--- src/rtl/instr_encoder_if.sv ---
// Field-bundle input and instruction-word output handshakes of the instruction encoder.
// The master side produces field bundles and consumes words; the slave side is the encoder.
interface instr_encoder_if;
  logic        in_valid;
  logic        in_ready;
  logic [2:0]  in_cls;
  logic [2:0]  in_f3;
  logic        in_alt;
  logic [4:0]  in_rd;
  logic [4:0]  in_rs1;
  logic [4:0]  in_rs2;
  logic [12:0] in_imm;
  logic        out_valid;
  logic        out_ready;
  logic [31:0] out_instr;

  modport master (
    output in_valid, in_cls, in_f3, in_alt, in_rd, in_rs1, in_rs2, in_imm, out_ready,
    input  in_ready, out_valid, out_instr
  );

  modport slave (
    input  in_valid, in_cls, in_f3, in_alt, in_rd, in_rs1, in_rs2, in_imm, out_ready,
    output in_ready, out_valid, out_instr
  );
endinterface

--- src/rtl/instr_encoder.sv ---
// Encodes R/LOAD/STORE/BRANCH field bundles into 32-bit instruction words and
// streams them out through a small circular FIFO; illegal bundles are dropped with an err pulse.
module instr_encoder #(
  parameter int DEPTH = 4
) (
  input  logic                   clk,
  input  logic                   rst,
  instr_encoder_if.slave         bus,
  output logic [$clog2(DEPTH):0] count,
  output logic                   err
);

  localparam int AW = $clog2(DEPTH);
  localparam int CW = AW + 1;

  logic [31:0]   mem [DEPTH];
  logic [AW-1:0] wr_ptr;
  logic [AW-1:0] rd_ptr;
  logic          accept;
  logic          issue;
  logic          illegal;
  logic          push;
  logic [31:0]   enc_word;

  assign accept  = bus.in_valid && bus.in_ready;
  assign issue   = bus.out_valid && bus.out_ready;
  assign illegal = bus.in_cls[2] || ((bus.in_cls[1:0] == 2'b11) && bus.in_imm[0]);
  assign push    = accept && !illegal;

  // Ready is held low during reset so nothing is accepted while state is being cleared.
  assign bus.in_ready  = !rst && (count < CW'(DEPTH));
  assign bus.out_valid = (count != '0);
  assign bus.out_instr = bus.out_valid ? mem[rd_ptr] : 32'h0;

  always_comb begin
    enc_word = 32'h0;
    case (bus.in_cls[1:0])
      2'b00: enc_word = {(bus.in_alt ? 7'b0100000 : 7'b0000000), bus.in_rs2, bus.in_rs1,
                         bus.in_f3, bus.in_rd, 7'b1110011};
      2'b01: enc_word = {bus.in_imm[11:0], bus.in_rs1, bus.in_f3, bus.in_rd, 7'b1101011};
      2'b10: enc_word = {bus.in_imm[11:5], bus.in_rs2, bus.in_rs1, bus.in_f3,
                         bus.in_imm[4:0], 7'b1000011};
      default: enc_word = {bus.in_imm[12], bus.in_imm[10:5], bus.in_rs2, bus.in_rs1,
                           bus.in_f3, bus.in_imm[4:1], bus.in_imm[11], 7'b1100011};
    endcase
  end

  // Storage is deliberately not reset; entries are only visible once written.
  always_ff @(posedge clk) begin
    if (push) begin
      mem[wr_ptr] <= enc_word;
    end
  end

  always_ff @(posedge clk or posedge rst) begin
    if (rst) begin
      wr_ptr <= '0;
      rd_ptr <= '0;
      count  <= '0;
      err    <= 1'b0;
    end else begin
      err <= accept && illegal;
      if (push) begin
        wr_ptr <= wr_ptr + AW'(1);
      end
      if (issue) begin
        rd_ptr <= rd_ptr + AW'(1);
      end
      case ({push, issue})
        2'b10:   count <= count + CW'(1);
        2'b01:   count <= count - CW'(1);
        default: count <= count;
      endcase
    end
  end

endmodule

--- src/flat_wrapper.sv ---
// flat-port wrapper written by rule: the top's interface ports become plain ports
module instr_encoder_flat 
#(
  parameter int DEPTH = 4
)
  (clk, rst, count, err, bus_in_valid, bus_in_cls, bus_in_f3, bus_in_alt, bus_in_rd, bus_in_rs1, bus_in_rs2, bus_in_imm, bus_out_ready, bus_in_ready, bus_out_valid, bus_out_instr);
  instr_encoder_if bus_i ();
  input  logic clk;
  input  logic rst;
  output logic [$clog2(DEPTH):0] count;
  output logic err;
  input wire logic [$bits(bus_i.in_valid)-1:0] bus_in_valid;
  input wire logic [$bits(bus_i.in_cls)-1:0] bus_in_cls;
  input wire logic [$bits(bus_i.in_f3)-1:0] bus_in_f3;
  input wire logic [$bits(bus_i.in_alt)-1:0] bus_in_alt;
  input wire logic [$bits(bus_i.in_rd)-1:0] bus_in_rd;
  input wire logic [$bits(bus_i.in_rs1)-1:0] bus_in_rs1;
  input wire logic [$bits(bus_i.in_rs2)-1:0] bus_in_rs2;
  input wire logic [$bits(bus_i.in_imm)-1:0] bus_in_imm;
  input wire logic [$bits(bus_i.out_ready)-1:0] bus_out_ready;
  output wire logic [$bits(bus_i.in_ready)-1:0] bus_in_ready;
  output wire logic [$bits(bus_i.out_valid)-1:0] bus_out_valid;
  output wire logic [$bits(bus_i.out_instr)-1:0] bus_out_instr;
  assign bus_i.in_valid = bus_in_valid;
  assign bus_i.in_cls = bus_in_cls;
  assign bus_i.in_f3 = bus_in_f3;
  assign bus_i.in_alt = bus_in_alt;
  assign bus_i.in_rd = bus_in_rd;
  assign bus_i.in_rs1 = bus_in_rs1;
  assign bus_i.in_rs2 = bus_in_rs2;
  assign bus_i.in_imm = bus_in_imm;
  assign bus_i.out_ready = bus_out_ready;
  assign bus_in_ready = bus_i.in_ready;
  assign bus_out_valid = bus_i.out_valid;
  assign bus_out_instr = bus_i.out_instr;
  instr_encoder #(.DEPTH(DEPTH)) u_core (.clk(clk), .rst(rst), .bus(bus_i), .count(count), .err(err));
endmodule
--- config.mk ---
export PLATFORM = sky130hd
export DESIGN_NAME = instr_encoder_flat
export DESIGN_NICKNAME = d
export VERILOG_FILES = /design/src/rtl/instr_encoder_if.sv /design/src/rtl/instr_encoder.sv /design/src/flat_wrapper.sv
export SDC_FILE = /design/constraint.sdc
export NUM_CORES = 1
export LEC_CHECK = 0
export BUFFER_PORTS_ARGS = -buffer_cell sky130_fd_sc_hd__buf_4
export CAP_MARGIN = 30
export CORE_MARGIN = 4
export CORE_UTILIZATION = 50
export CTS_CLUSTER_DIAMETER = 30
export CTS_CLUSTER_SIZE = 16
export DETAILED_ROUTE_END_ITERATION = 6
export HOLD_SLACK_MARGIN = 0.05
export PLACE_DENSITY = 0.74
export SETUP_SLACK_MARGIN = 0.1
export SYNTH_ARGS = -nofsm -noshare
export SYNTH_HDL_FRONTEND = slang
export SYNTH_SLANG_ARGS = --single-unit
--- constraint.sdc ---
create_clock -name clk -period 1.7 [get_ports clk]
set_input_delay 0 -clock clk [delete_from_list [all_inputs] [get_ports clk]]
set_output_delay 0 -clock clk [all_outputs]
set_load 0.1 [all_outputs]
==> summary.txt, run 1 <==
Finish
  – Final non-filler cell total: 582
  – Layout cells sized above 1: 51.9%
  – Most common cell after layout, fill and taps aside: edfxtp_1
  – Filler cell count: 454
  – Syn-to-layout area delta: 58.6%
  – Commonest non-fill, non-tap cells in the layout: edfxtp_1 (112), buf_4 (57), buf_12 (50)
  – Final nets: 482
  – N_diodes: 0

Yosys
  – Synth Warn #: 0
  – Synthesized cell area: 4950 sq um
  – Average size of a mapped cell: 18.9 sq um
  – Seq/Total Area, Yosys: 71.9%
  – Synth cell types: 26
  – Synth Register Bits: 120
  – Mapped Cells: 262
  – Syn Nets: 307

Critical path
  – Most used cell, CP: buf_12
  – CP Class: flop to output pin
  – Slowest stage delay, CP: 0.53 ns
  – Worst path cell trace: buf_6, buf_12, mux4_2, and2_4, buf_12
  – Worst path arrival time: 2.11 ns
  – CP Capture Type: output pin
  – Critical path's slowest cell: mux4_2
  – FF-to-FF path depth: 8
  – Req. time, crit path: 1.70 ns
  – Worst r2r src: u_core.count[2]
  – CP delay by family, top: multiplexers
  – Startpoint Class: flop
  – RR Endpoint: u_core.count[2]
  – Worst-path fanout max: 6
  – Worst path depth: 5
  – Worst Path Buf+Inv: 3
  – Crit path launch: u_core.rd_ptr[0]
  – Reg-to-reg setup timing slack: -0.26 ns

Detailed routing
  – First DRT Iteration DRCs: 172
  – Antenna viol nets, final: 0
  – Post-Route WL: 12400 um
  – DRC viols: 0
  – DR pass1 iterations: 4
  – Vias: 3017
  – Wirelength per Cell: 21.2 um
  – Vias per cell: 5.18

Global routing
  – Vias in the first global route: 3390
  – Total Routing Usage GR: 23.0%
  – Initial antenna violation count: 0
  – First-pass GRT wire length: 19000 um
  – Largest net degree at the start of global routing: 34
  – Total congestion overflow: 0

STA
  – FMAX: 0.474 GHz
  – Ratio of final minimum period to clock period: 124%
  – Clock Skews: 0.00738 ns
  – Final Hold Viols: 0
  – Post-route setup slack: -0.412 ns
  – Post-route minimum period: 2.11 ns
  – Final setup viols: 109
  – RSZ-0062 raised after global routing: true
  – Final Max Tran Viols: 0

CTS
  – Number of H-tree levels: 4
  – TritonCTS clock tree: done
  – CTS Sinks: 120
  – Clk_lat worst skew: 0.51 ns
  – Clk root buf: clkbuf_8
  – Num CTS Buffers: 17
  – CTS clk-pin slew, worst paths: 0.06 ns
  – Longest Clk Path Bufs: 2

Hold path
  – Worst min path class: input port to flop
  – Launch point of the worst hold path: bus_in_cls[2]
  – WHS Path Cells: 7
  – Hold path endpoint: u_core.count[0]

Floorplan
  – Core area: 9730 sq um
  – I/O Pins: 77
  – Placement Rows: 36
  – Die width: 108 um
  – Die area: 11600 sq um
  – Chip height: 108 um
  – Initial Utilization: 50.9%

Run status
  – Violated checks: negative setup slack
  – Outcome: finished, violations left

Place
  – PortBufs: 75
  – RePlAce Congestion: 0.752
  – HPWL after DPL: 6280 um
  – Setup Slack @ Placement: -0.231 ns
  – Placed cell count: 482

Flow run
  – Max cap viols: 0
-- metal layers --
layer / vias to the layer above / global-route usage (%) / part of all wire, %
met5: - / 0 / 0
met3: 12 / 5.88 / 5.4
met2: 116 / 40.3 / 54
met4: 0 / 7.48 / 1.0
li1: 1349 / - / -
met1: 1540 / 27.9 / 39
-- registers in the layout, summed over array words and instances (netlist names) --
name	flops
u_core.wr_ptr	2
u_core.mem	112
u_core.rd_ptr	2
u_core.err	1
u_core.count	3
-- layout make-up --
cell class	instances	area (sq um)	area share, %
clock buffers	19	422	5.37
clock inverters	12	134	1.70
inverters	8	32.5	0.414
multi-input cells	118	1360	17.4
flip-flops and latches	120	3570	45.5
well taps	133	166	2.12
repair buffers	172	2160	27.5
-- metrics by stage --
step | cell area [sq um] | utilization [%] | hold WS [ns] | setup TNS [ns]
6_report | 7860 | 80.7 | 0.223 | -14.30
2_1_floorplan | 5050 | - | -0.184 | -82.09
5_1_grt | 7860 | 80.7 | 0.237 | -18.38
3_3_place_gp | 5970 | 61.3 | -0.00818 | -0.735
4_1_cts | 7920 | 81.4 | 0.220 | -14.14
3_5_place_dp | 5970 | 61.3 | -0.00324 | -2.24
-- synthesized netlist by cell type, drive strengths merged --
cell / number / area [sq um]
nand2: 16 / 60.1
nand2b: 2 / 12.5
buf: 13 / 105
ha: 5 / 62.6
nand3: 1 / 5.00
edfxtp: 112 / 3360
xnor2: 3 / 26.3
xor2: 3 / 26.3
a31oi: 1 / 6.26
and3: 1 / 6.26
conb: 1 / 3.75
and2: 33 / 206
clkbuf: 3 / 11.3
nor2: 5 / 18.8
inv: 8 / 30.0
a21oi: 3 / 15.0
mux2i: 3 / 30.0
mux2: 6 / 71.3
mux4: 28 / 631
dfrtp: 8 / 200
or3: 1 / 11.3
fa: 1 / 20.0
nor2b: 5 / 31.3
-- worst max path at each step --
stage          slack, ns           endpoint
3_5_place_dp       -0.23    u_core.count[1]
4_1_cts            -0.41  bus_out_instr[22]
6_report           -0.41  bus_out_instr[23]
5_1_grt            -0.46  bus_out_instr[22]
2_1_floorplan      -0.75    u_core.count[2]
3_3_place_gp       -0.21    u_core.count[2]
-- tightest hold or removal path, cell delays in order --
cell and delay [ns]:
buf_4 0.08, a31oi_1 0.03, buf_4 0.13, and3_4 0.19, inv_4 0.05, ha_4 0.15, xnor2_1 0.06
-- timing repair --
action | in CTS | in global routing
hold buffers | 44 | 1
gates resized for setup | 154 | 6
pin swaps | 11 | 1
setup endpoints to repair | 147 | 147
buffers inserted | 20 | 6
gates cloned | 8 | 1
endpoints found under the hold margin | 117 | 1
-- cells by family (layout without fill, tap and decap cells) --
logic type	Yosys count	after routing	synth area share [%]
AO/OA/AOI/OAI	4	4	0.429
XOR/XNOR	6	6	1.06
adder cells (fa/ha/maj)	6	6	1.67
buffers and inverters	24	211	2.96
flip-flops	120	120	71.9
multiplexers	37	37	14.8
other	1	1	0.0757
AND/OR/NAND/NOR	64	64	7.10
Power of run 1 is left out: the tool's default activity adds up to more than one toggle a clock period on the data nets, which glitch-free logic cannot reach.
==> run 2: changes to the inputs <==
PLACE_DENSITY = 0.72   (was 0.74)
clock period = 2.58 ns   (was 1.7 ns; I/O delays follow)
==> run 2 against run 1 <==
  * The flow now finishes without violations
  * Register-to-register slack improved by 0.85 ns
  * Design area shrank 14%
  * Final cell count fell by 6.9%
  * Routed wire length is 20% lower
  * Critical path depth decreased by 1
  * Flip-flop and latch count unchanged
  * Global-route usage decreased by 4.4 points
  * Clock-buffer cell count fell by 1
  * First-iteration DRC count shrank 38%
  * Utilization fell by 12 points
  * Worst setup slack improved by 0.87 ns
  * Non-clock buffer count fell by 41
  * Critical endpoint unchanged
  * Highest routed layer unchanged
==> summary.txt, run 2 (synthesized netlist as in run 1, its figures left out) <==
Run status
  – Outcome: finished clean (was finished, violations left)

STA
  – Final setup viols: 0 (was 109)
  – RSZ-0062 raised after global routing: false (was true)
  – Post-route minimum period: 2.12 ns
  – Final Hold Viols: 0 (unchanged)
  – FMAX: 0.471 GHz
  – Final Max Tran Viols: 0 (unchanged)
  – TNS Setup: 0 ns (was -14.30 ns)
  – Ratio of final minimum period to clock period: 82.3%
  – Clock Skews: 0.00580 ns (was 0.00738 ns)

Global routing
  – Vias in the first global route: 2972 (was 3390)
  – Initial antenna violation count: 0 (unchanged)
  – Largest net degree at the start of global routing: 34 (unchanged)
  – Total Routing Usage GR: 18.7% (was 23.0%)
  – Total congestion overflow: 0 (unchanged)
  – First-pass GRT wire length: 15700 um (was 19000 um)

Critical path
  – Startpoint Class: flop (unchanged)
  – Slowest stage delay, CP: 0.53 ns (about the same)
  – CP Class: flop to output pin (unchanged)
  – Worst Path Buf+Inv: 2 (was 3)
  – Critical path's slowest cell: mux4_2 (unchanged)
  – Worst path arrival time: 2.12 ns (was 2.11 ns)
  – CP Capture Type: output pin (unchanged)
  – Worst-path fanout max: 12 (was 6)
  – Most used cell, CP: buf_4 (was buf_12)
  – Req. time, crit path: 2.58 ns (was 1.70 ns)
  – CP delay by family, top: multiplexers (unchanged)
  – Worst path cell trace: buf_4, mux4_2, and2_2, buf_4 (was buf_6, buf_12, mux4_2, and2_4, buf_12)

Place
  – HPWL after DPL: 5960 um (was 6280 um)
  – PortBufs: 75 (unchanged)
  – RePlAce Congestion: 0.740 (was 0.752)

CTS
  – Clk root buf: clkbuf_8 (unchanged)
  – Clk_lat worst skew: 0.49 ns (was 0.51 ns)
  – Setup bufs post-CTS: 0 (was 20)
  – Number of H-tree levels: 4 (unchanged)
  – CTS clk-pin slew, worst paths: 0.05 ns (was 0.06 ns)
  – Num CTS Buffers: 17 (unchanged)
  – CTS Sinks: 120 (unchanged)
  – Longest Clk Path Bufs: 2 (unchanged)
  – TritonCTS clock tree: done (unchanged)

Detailed routing
  – Post-Route WL: 9870 um (was 12400 um)
  – DR pass1 iterations: 4 (unchanged)
  – Vias per cell: 5.02 (was 5.18)
  – Wirelength per Cell: 18.2 um (was 21.2 um)
  – DRC viols: 0 (unchanged)
  – First DRT Iteration DRCs: 107 (was 172)
  – Antenna viol nets, final: 0 (unchanged)
  – Vias: 2720 (was 3017)

Hold path
  – Worst min path class: input port to flop (unchanged)

Finish
  – Most common cell after layout, fill and taps aside: edfxtp_1 (unchanged)
  – Top flop regs: u_core.mem x112, u_core.count x3 (unchanged)
  – Final nets: 441 (was 482)
  – Filler cell count: 644 (was 454)
  – Max reg flops: 112 (unchanged)
  – Syn-to-layout area delta: 35.6% (was 58.6%)
  – Commonest non-fill, non-tap cells in the layout: edfxtp_1 (112), buf_4 (83), dlygate4sd3_1 (45) (was edfxtp_1 (112), buf_4 (57), buf_12 (50))
  – Top reg by flops: u_core.mem (unchanged)
  – Multi-input logic area: 1270 sq um (was 1360 sq um)
  – N_diodes: 0 (unchanged)
  – Layout cells sized above 1: 40.6% (was 51.9%)
  – Register area: 3570 sq um (about the same)

Floorplan
  – Initial Utilization: 50.9% (unchanged)
  – Core area: 9730 sq um (unchanged)
  – Chip height: 108 um (unchanged)
  – Die width: 108 um (unchanged)
  – Die area: 11600 sq um (unchanged)
  – I/O Pins: 77 (unchanged)
  – Placement Rows: 36 (unchanged)

Flow run
  – Max cap viols: 0 (unchanged)
run 2: cell types whose count changed in the layout (fill, tap and decap cells not counted), moves of 5 or more:
cell,previous run,this run
clkinvlp_4,0,5
buf_12,50,3
and2_4,33,0
buf_4,57,83
buf_6,15,0
and2_2,0,13
and2_1,0,20
run 2: per-stage QoR:
stage | setup WS (ns) | hold WS (ns) | cell area [sq um] | util (%) | cells
detailed placement | 0.586 | -0.00421 | 5720 | 58.7 | 465
floorplan | 0.113 | -0.184 | 4980 | - | 262
global placement | 0.662 | -0.00264 | 5720 | 58.7 | 465
finish | 0.456 | 0.124 | 6720 | 69.0 | 542
global route | 0.352 | 0.116 | 6720 | 69.0 | 542
CTS | 0.411 | 0.0969 | 6720 | 69.0 | 542
run 2: worst reg2reg max path: cells and delay by family (launching register included):
| kind | cells | cell delay (ns) |
|---|---|---|
| flip-flops | 1 | 0.50 |
| adder cells (fa/ha/maj) | 2 | 0.41 |
| AND/OR/NAND/NOR | 3 | 0.53 |
| buffers and inverters | 2 | 0.15 |
| XOR/XNOR | 2 | 0.28 |
run 2: repair_timing:
action | 4_1_cts | 5_1_grt
endpoints found under the hold margin | 120 | 0
hold buffers | 45 | 0
resized for setup | 0 | 0
run 2: final timing paths:
| kind | startpoint | to | slack [ns] | cells after the start |
|---|---|---|---|---|
| worst min-delay path | bus_in_cls[2] | u_core.wr_ptr[0] | 0.12 | 4 |
| max in group asynchronous | rst | u_core.count[2] | 1.73 | 4 |
| worst max register to register | u_core.count[2] | u_core.count[2] | 0.59 | 9 |
| worst max-delay path | u_core.rd_ptr[0] | bus_out_instr[23] | 0.46 | 4 |
| worst min register to register | u_core.count[0] | u_core.count[0] | 0.53 | 1 |
| min in group asynchronous | rst | u_core.rd_ptr[1] | 0.58 | 4 |
run 2: area by class of cell:
type,instances,share of cell area [%]
clock buffers,18,6.22
well taps,133,2.48
clock inverters,14,1.99
repair buffers,131,16.9
flip-flops and latches,120,53.1
multi-input cells,118,18.9
inverters,8,0.447
run 2: metal layers:
metal | vias to the layer above | wire length, um | track usage (%)
met5 | - | 0 | 0
met4 | 0 | 109 | 6.22
met3 | 13 | 497 | 4.98
met2 | 86 | 5260 | 32.1
met1 | 1357 | 4000 | 22.9
li1 | 1264 | - | -
Power of run 2 is left out for the same reason.
